===== src/rtl/uart_rx_pkg.sv =====
// Shared types and constants for the UART receive controller:
// FSM state encoding, legal oversampling ratios and parity types.
package uart_rx_pkg;

  typedef enum logic [2:0] {
    IDLE   = 3'd0,
    START  = 3'd1,
    DATA   = 3'd2,
    PARITY = 3'd3,
    STOP   = 3'd4
  } rx_state_e;

  localparam logic [5:0] PRESC_4   = 6'd4;
  localparam logic [5:0] PRESC_8   = 6'd8;
  localparam logic [5:0] PRESC_16  = 6'd16;
  localparam logic [5:0] PRESC_32  = 6'd32;
  localparam logic [5:0] PRESC_DEF = PRESC_8;

  localparam logic PAR_EVEN = 1'b0;
  localparam logic PAR_ODD  = 1'b1;

  // Anything other than 4/8/16/32 falls back to the default ratio.
  function automatic logic [5:0] legal_presc(input logic [5:0] p);
    case (p)
      PRESC_4, PRESC_8, PRESC_16, PRESC_32: return p;
      default:                              return PRESC_DEF;
    endcase
  endfunction

endpackage


===== src/rtl/uart_rx_ctrl_if.sv =====
// Signal bundle between the frame controller (slave) and its surroundings:
// line input, configuration, sampler handshake and received-frame results.
interface uart_rx_ctrl_if #(parameter int DATA_WIDTH = 8);
  logic                  RX_IN;
  logic [5:0]            prescaler;
  logic                  PAR_EN;
  logic                  PAR_TYP;
  logic                  Sampled_bit;
  logic                  Data_Sample_EN;
  logic [4:0]            Edge_Counter;
  logic [DATA_WIDTH-1:0] P_DATA;
  logic                  data_valid;
  logic                  Parity_Error;
  logic                  Stop_Error;

  modport slave (
    input  RX_IN, prescaler, PAR_EN, PAR_TYP, Sampled_bit,
    output Data_Sample_EN, Edge_Counter, P_DATA, data_valid, Parity_Error, Stop_Error
  );

  modport master (
    output RX_IN, prescaler, PAR_EN, PAR_TYP, Sampled_bit,
    input  Data_Sample_EN, Edge_Counter, P_DATA, data_valid, Parity_Error, Stop_Error
  );
endinterface


===== src/rtl/uart_rx_edge_bit_cnt.sv =====
// Oversampling edge counter (wraps at last) and data-bit counter,
// each with its own enable and synchronous clear.
module uart_rx_edge_bit_cnt #(
  parameter int BIT_W = 3
) (
  input  logic             CLK,
  input  logic             RST,
  input  logic             edge_en,
  input  logic             edge_clr,
  input  logic [4:0]       last,
  input  logic             bit_en,
  input  logic             bit_clr,
  output logic [4:0]       edge_cnt,
  output logic [BIT_W-1:0] bit_cnt
);

  always_ff @(posedge CLK) begin
    if (!RST)                edge_cnt <= '0;
    else if (edge_clr)       edge_cnt <= '0;
    else if (edge_en)        edge_cnt <= (edge_cnt == last) ? 5'd0 : edge_cnt + 5'd1;
  end

  always_ff @(posedge CLK) begin
    if (!RST)                bit_cnt <= '0;
    else if (bit_clr)        bit_cnt <= '0;
    else if (bit_en)         bit_cnt <= bit_cnt + 1'b1;
  end

endmodule


===== src/rtl/uart_rx_ctrl.sv =====
// UART receive frame controller: drives the majority-vote sampler, walks
// start/data/parity/stop, deserialises LSB-first and flags parity/stop errors.
module uart_rx_ctrl
  import uart_rx_pkg::*;
#(
  parameter int DATA_WIDTH = 8
) (
  input  logic           CLK,
  input  logic           RST,
  uart_rx_ctrl_if.slave  bus
);

  localparam int               BIT_W    = (DATA_WIDTH > 1) ? $clog2(DATA_WIDTH) : 1;
  localparam logic [BIT_W-1:0] BIT_LAST = BIT_W'(DATA_WIDTH - 1);

  rx_state_e             state_q, state_d;
  logic [5:0]            presc_q;
  logic                  par_en_q, par_typ_q;
  logic [4:0]            edge_cnt, mid, cap, last;
  logic [BIT_W-1:0]      bit_cnt;
  logic                  at_cap, at_last;
  logic [DATA_WIDTH-1:0] shift_q, pdata_q;
  logic                  dv_q, perr_q, serr_q;
  logic                  dse, cfg_ld, start_det, edge_clr, bit_en, bit_clr;
  logic                  shift_en, par_chk, stop_chk, frame_ok;

  // Capture edge sits two edges past mid so the sampler's 3-sample vote has settled;
  // at P=4 there is no room for that, so it moves in to edge 2.
  assign mid     = presc_q[5:1];
  assign cap     = (presc_q == PRESC_4) ? 5'd2 : mid + 5'd2;
  assign last    = 5'(presc_q - 6'd1);
  assign at_cap  = (edge_cnt == cap);
  assign at_last = (edge_cnt == last);

  uart_rx_edge_bit_cnt #(.BIT_W(BIT_W)) u_cnt (
    .CLK      (CLK),
    .RST      (RST),
    .edge_en  (dse),
    .edge_clr (edge_clr),
    .last     (last),
    .bit_en   (bit_en),
    .bit_clr  (bit_clr),
    .edge_cnt (edge_cnt),
    .bit_cnt  (bit_cnt)
  );

  always_ff @(posedge CLK) begin
    if (!RST) state_q <= IDLE;
    else      state_q <= state_d;
  end

  always_comb begin
    state_d = state_q;
    case (state_q)
      IDLE:    if (!bus.RX_IN) state_d = START;
      START:   if (at_cap && bus.Sampled_bit) state_d = IDLE;
               else if (at_last)              state_d = DATA;
      DATA:    if (at_last && bit_cnt == BIT_LAST) state_d = par_en_q ? PARITY : STOP;
      PARITY:  if (at_last) state_d = STOP;
      STOP:    if (at_last) state_d = bus.RX_IN ? IDLE : START;
      default: state_d = IDLE;
    endcase
  end

  always_comb begin
    dse       = (state_q != IDLE);
    cfg_ld    = (state_q == IDLE) && (state_d == START);
    start_det = (state_q != START) && (state_d == START);
    edge_clr  = (state_d == IDLE);
    bit_clr   = (state_q == START);
    bit_en    = (state_q == DATA) && at_last && (bit_cnt != BIT_LAST);
    shift_en  = (state_q == DATA) && at_cap;
    par_chk   = (state_q == PARITY) && at_cap;
    stop_chk  = (state_q == STOP) && at_cap;
    frame_ok  = (state_q == STOP) && at_last && !perr_q && !serr_q;
  end

  always_ff @(posedge CLK) begin
    if (!RST) begin
      presc_q   <= '0;
      par_en_q  <= 1'b0;
      par_typ_q <= PAR_EVEN;
      shift_q   <= '0;
      pdata_q   <= '0;
      dv_q      <= 1'b0;
      perr_q    <= 1'b0;
      serr_q    <= 1'b0;
    end else begin
      if (cfg_ld) begin
        presc_q   <= legal_presc(bus.prescaler);
        par_en_q  <= bus.PAR_EN;
        par_typ_q <= bus.PAR_TYP;
      end
      if (shift_en) shift_q <= {bus.Sampled_bit, shift_q[DATA_WIDTH-1:1]};
      if (start_det)     perr_q <= 1'b0;
      else if (par_chk)  perr_q <= bus.Sampled_bit ^ (^shift_q) ^ par_typ_q;
      if (start_det)     serr_q <= 1'b0;
      else if (stop_chk) serr_q <= ~bus.Sampled_bit;
      dv_q <= frame_ok;
      if (frame_ok) pdata_q <= shift_q;
    end
  end

  assign bus.Data_Sample_EN = dse;
  assign bus.Edge_Counter   = edge_cnt;
  assign bus.P_DATA         = pdata_q;
  assign bus.data_valid     = dv_q;
  assign bus.Parity_Error   = perr_q;
  assign bus.Stop_Error     = serr_q;

endmodule


===== src/flat_wrapper.sv =====
// flat-port wrapper written by rule: the top's interface ports become plain ports
module uart_rx_ctrl_flat import uart_rx_pkg::*;
#(
  parameter int DATA_WIDTH = 8
)
  (CLK, RST, bus_RX_IN, bus_prescaler, bus_PAR_EN, bus_PAR_TYP, bus_Sampled_bit, bus_Data_Sample_EN, bus_Edge_Counter, bus_P_DATA, bus_data_valid, bus_Parity_Error, bus_Stop_Error);
  uart_rx_ctrl_if #(.DATA_WIDTH(DATA_WIDTH)) bus_i ();
  input  logic CLK;
  input  logic RST;
  input wire logic [$bits(bus_i.RX_IN)-1:0] bus_RX_IN;
  input wire logic [$bits(bus_i.prescaler)-1:0] bus_prescaler;
  input wire logic [$bits(bus_i.PAR_EN)-1:0] bus_PAR_EN;
  input wire logic [$bits(bus_i.PAR_TYP)-1:0] bus_PAR_TYP;
  input wire logic [$bits(bus_i.Sampled_bit)-1:0] bus_Sampled_bit;
  output wire logic [$bits(bus_i.Data_Sample_EN)-1:0] bus_Data_Sample_EN;
  output wire logic [$bits(bus_i.Edge_Counter)-1:0] bus_Edge_Counter;
  output wire logic [$bits(bus_i.P_DATA)-1:0] bus_P_DATA;
  output wire logic [$bits(bus_i.data_valid)-1:0] bus_data_valid;
  output wire logic [$bits(bus_i.Parity_Error)-1:0] bus_Parity_Error;
  output wire logic [$bits(bus_i.Stop_Error)-1:0] bus_Stop_Error;
  assign bus_i.RX_IN = bus_RX_IN;
  assign bus_i.prescaler = bus_prescaler;
  assign bus_i.PAR_EN = bus_PAR_EN;
  assign bus_i.PAR_TYP = bus_PAR_TYP;
  assign bus_i.Sampled_bit = bus_Sampled_bit;
  assign bus_Data_Sample_EN = bus_i.Data_Sample_EN;
  assign bus_Edge_Counter = bus_i.Edge_Counter;
  assign bus_P_DATA = bus_i.P_DATA;
  assign bus_data_valid = bus_i.data_valid;
  assign bus_Parity_Error = bus_i.Parity_Error;
  assign bus_Stop_Error = bus_i.Stop_Error;
  uart_rx_ctrl #(.DATA_WIDTH(DATA_WIDTH)) u_core (.CLK(CLK), .RST(RST), .bus(bus_i));
endmodule

===== config.mk =====
export PLATFORM = sky130hd
export DESIGN_NAME = uart_rx_ctrl_flat
export DESIGN_NICKNAME = d
export VERILOG_FILES = /design/src/rtl/uart_rx_pkg.sv /design/src/rtl/uart_rx_ctrl_if.sv /design/src/rtl/uart_rx_edge_bit_cnt.sv /design/src/rtl/uart_rx_ctrl.sv /design/src/flat_wrapper.sv
export SDC_FILE = /design/constraint.sdc
export NUM_CORES = 1
export LEC_CHECK = 0
export BUFFER_PORTS_ARGS = -buffer_cell sky130_fd_sc_hd__clkbuf_2
export CELL_PAD_IN_SITES_DETAIL_PLACEMENT = 1
export CELL_PAD_IN_SITES_GLOBAL_PLACEMENT = 1
export CORE_MARGIN = 2
export CORE_UTILIZATION = 46
export DETAILED_ROUTE_END_ITERATION = 12
export PLACE_DENSITY_LB_ADDON = 0.1
export SLEW_MARGIN = 30
export SYNTH_ARGS = -nofsm -noshare
export SYNTH_HDL_FRONTEND = slang
export SYNTH_SLANG_ARGS = --single-unit

===== constraint.sdc =====
create_clock -name CLK -period 4.3 [get_ports CLK]
set_input_delay 0.86 -clock CLK [delete_from_list [all_inputs] [get_ports CLK]]
set_output_delay 0.86 -clock CLK [all_outputs]
set_load 0.1 [all_outputs]

==> impl_metrics.tcl <==
set metrics [dict create \
    drc_errors 0 \
    fillers 545 \
    dp_worst_setup_slack_ns 1.60 \
    grt_use_total_pct 20.8 \
    drt_iter0_markers 66 \
    vdd_ir_drop_max_mv 0.187 \
    first_global_vias 1779 \
    rsz0062_at_grt "no" \
    power_density_nw_per_um2 297 \
    cts_root_buf "clkbuf_8" \
    tightest_slew_ns 0.748 \
    start_util_pct 48.3 \
    met3_usage_pct 4.36 \
    setup_viol_count_final 0 \
    path_clk_slew_ns 0.08 \
    post_cts_resized 0 \
    nets 289 \
    hold_buffers 0 \
    synthesis.area_um2 2120 \
    max_freq_mhz 375 \
    synth_common_cells "dfxtp_1, nand2_1, mux2i_1, nor2_1, xnor2_1" \
    hold_depth 2 \
    critPathArrivalTime_ns 1.81 \
    diodes 0 \
    grt_remaining_overflow 0 \
    ys_async_sr_fraction_pct 0 \
    synth_cells 243 \
    wl_per_cell_um 15.2 \
    layout_worst_path_cycle_share_pct 62.0 \
    ios 29 \
    grtUsageMet1_pct 25.6 \
    cts_max_path_buffers 2 \
    cp-start-kind "flip-flop" \
    fp.coreArea_um2 4380 \
    cap_violations 0 \
    r2r_end "u_core.shift_q[4]$_SDFFE_PN0P_" \
    area_growth_pct 12.2 \
    grt_antenna_before_repair 0 \
    grt_max_degree 23 \
    totalPowerFinal_mw 0.706 \
    dieHeight_um 71.8 \
    r2r_slack_ns 1.81 \
    cp_max_fo 12 \
    finalHoldViolations 0 \
    final_util_pct 54.1 \
    synth_top_area_share_pct 36.0 \
    via_per_inst 5.59 \
    design.die.area_um2 5160 \
    cp-end-kind "output port" \
    place_hpwl_mm 3.61 \
    r2r_cells 7 \
    layout-drive-gt1-share_pct 18.2 \
    cts_sinks 38 \
    ys_seq_elements 38 \
    yosys-top-cells-area "dfxtp_1, mux2i_1, xnor2_1, nand2_1, ha_1" \
    min_to "u_core.u_cnt.bit_cnt[1]$_SDFFE_PP0P_" \
    die_w_um 71.8 \
    p_leak_nw 0.951 \
    routabilityCongestion 0.785 \
    setup_ws_ns 1.63 \
    synth_nets 264 \
    post_cts_buffers 0 \
    drtAntennaViolNets 0 \
    critical_path_class "flip-flop to output port" \
    grt-busiest-layer "met2" \
    worstReg2RegStart "u_core.presc_q[2]$_SDFFE_PN0P_" \
    numCtsBuffers 5 \
    yosysMostFrequentCell "dfxtp_1" \
    holdWs_ns 0.466 \
    vias 1793 \
    fin_tns_setup_ns 0 \
    timing.slew.headroom_pct 50.1 \
    crit_required_ns 3.44 \
    avgSynthCellArea_um2 8.71 \
    slew_violations 0 \
    skew_ns 0.00323 \
    synth_edf_count 0 \
    wirelength_mm 4.87 \
    synth_sequential_area_ratio_pct 36.0 \
    hp-class "flip-flop to flip-flop" \
    synthDistinctLibCells 48 \
    clock_latency_ns 0.29 \
    status "complete, no violations" \
    rows 24 \
    yosys_warnings 0 \
    use_met2_pct 35.9 \
    io_buffers 28 \
    cts-htree-levels 2 \
    hp-start "u_core.u_cnt.bit_cnt[1]$_SDFFE_PP0P_" \
    cts_tree "built" \
    synth_top_cell_by_area "dfxtp_1" \
    grt_pass1_wl_mm 8.29 \
    synth_ff_type "dfxtp_1" \
    min_period_ns 2.67 \
    firstDrtPassIters 4 \
]
[cell usage in the layout (no fill, tap or decap), types with 2 or more instances in the layout]
cell type  instances
dfxtp_1           38
nand2_1           32
clkbuf_2          28
mux2i_1           19
nor2_1            19
xnor2_1           15
a21oi_1           12
nand3_1           12
nor3_1             9
ha_1               9
inv_1              8
clkbuf_8           6
xor2_1             5
nand2b_1           4
nor2b_1            4
o21ai_0            4
nor4_1             4
and3_1             3
a211oi_1           3
o221a_2            2
or4_1              2
a2bb2oi_1          2
or3_1              2
[where the power goes]
part           switching [mW]  total [mW]  internal [mW]
Clock                   0.132       0.261          0.129
Sequential            0.00939       0.365          0.356
Combinational          0.0542      0.0792         0.0249
[how the worst max path moves through the flow]
stage	slack (ns)	start	to
6_report	1.63	u_core.state_q[0]$_SDFF_PN0_	bus_Data_Sample_EN
2_1_floorplan	1.74	u_core.u_cnt.edge_cnt[2]$_SDFFE_PP0N_	u_core.shift_q[0]$_SDFFE_PN0P_
4_1_cts	1.26	u_core.state_q[0]$_SDFF_PN0_	bus_Data_Sample_EN
3_5_place_dp	1.60	u_core.state_q[0]$_SDFF_PN0_	bus_Data_Sample_EN
5_1_grt	1.45	u_core.state_q[0]$_SDFF_PN0_	bus_Data_Sample_EN
3_3_place_gp	1.63	u_core.state_q[0]$_SDFF_PN0_	bus_Data_Sample_EN
[logic make-up after synthesis]
logic type      after synthesis  share of synthesized area [%]
xor+xnor                     21                           9.05
buf+inv                      18                           3.67
fa+ha+maj                     9                           5.32
compound gates               35                           11.6
simple gates                103                           25.4
mux                          19                           8.99
flops                        38                           36.0
[registers in the layout (all words and copies together) (netlist names)]
register,flops
u_core.bus.Parity_Error,1
u_core.bus.data_valid,1
u_core.bus.P_DATA,8
u_core.shift_q,8
u_core.state_q,3
u_core.par_en_q,1
u_core.u_cnt.edge_cnt,5
u_core.par_typ_q,1
u_core.u_cnt.bit_cnt,3
u_core.presc_q,6
u_core.bus.Stop_Error,1
[final cells by class]
class                      count  area, um^2  area share (%)
multi-input combinational    187        1280            54.0
clock buffer                   6        82.6            3.48
inverter                       8        30.0            1.27
sequential                    38         761            32.1
clock inverter                 2        12.5           0.527
timing repair buffer          28         140            5.90
tap                           52        65.1            2.74
[metrics by stage]
stage,area [um^2],instances
after floorplan,2120,243
after global placement,2270,313
after detailed placement,2270,313
after CTS,2370,321
after global routing,2370,321
final,2370,321
[critical path, stage by stage (launching register included)]
cell	delay [ns]
dfxtp_1	0.46
nor3_2	0.51
inv_1	0.14
clkbuf_2	0.40
[metal layers]
metal | wire (um) | up-vias
li1 | - | 895
met1 | 2190 | 861
met2 | 2430 | 28
met3 | 170 | 9
met4 | 84 | 0
met5 | 0 | -
(Power assumes the default switching activity.)
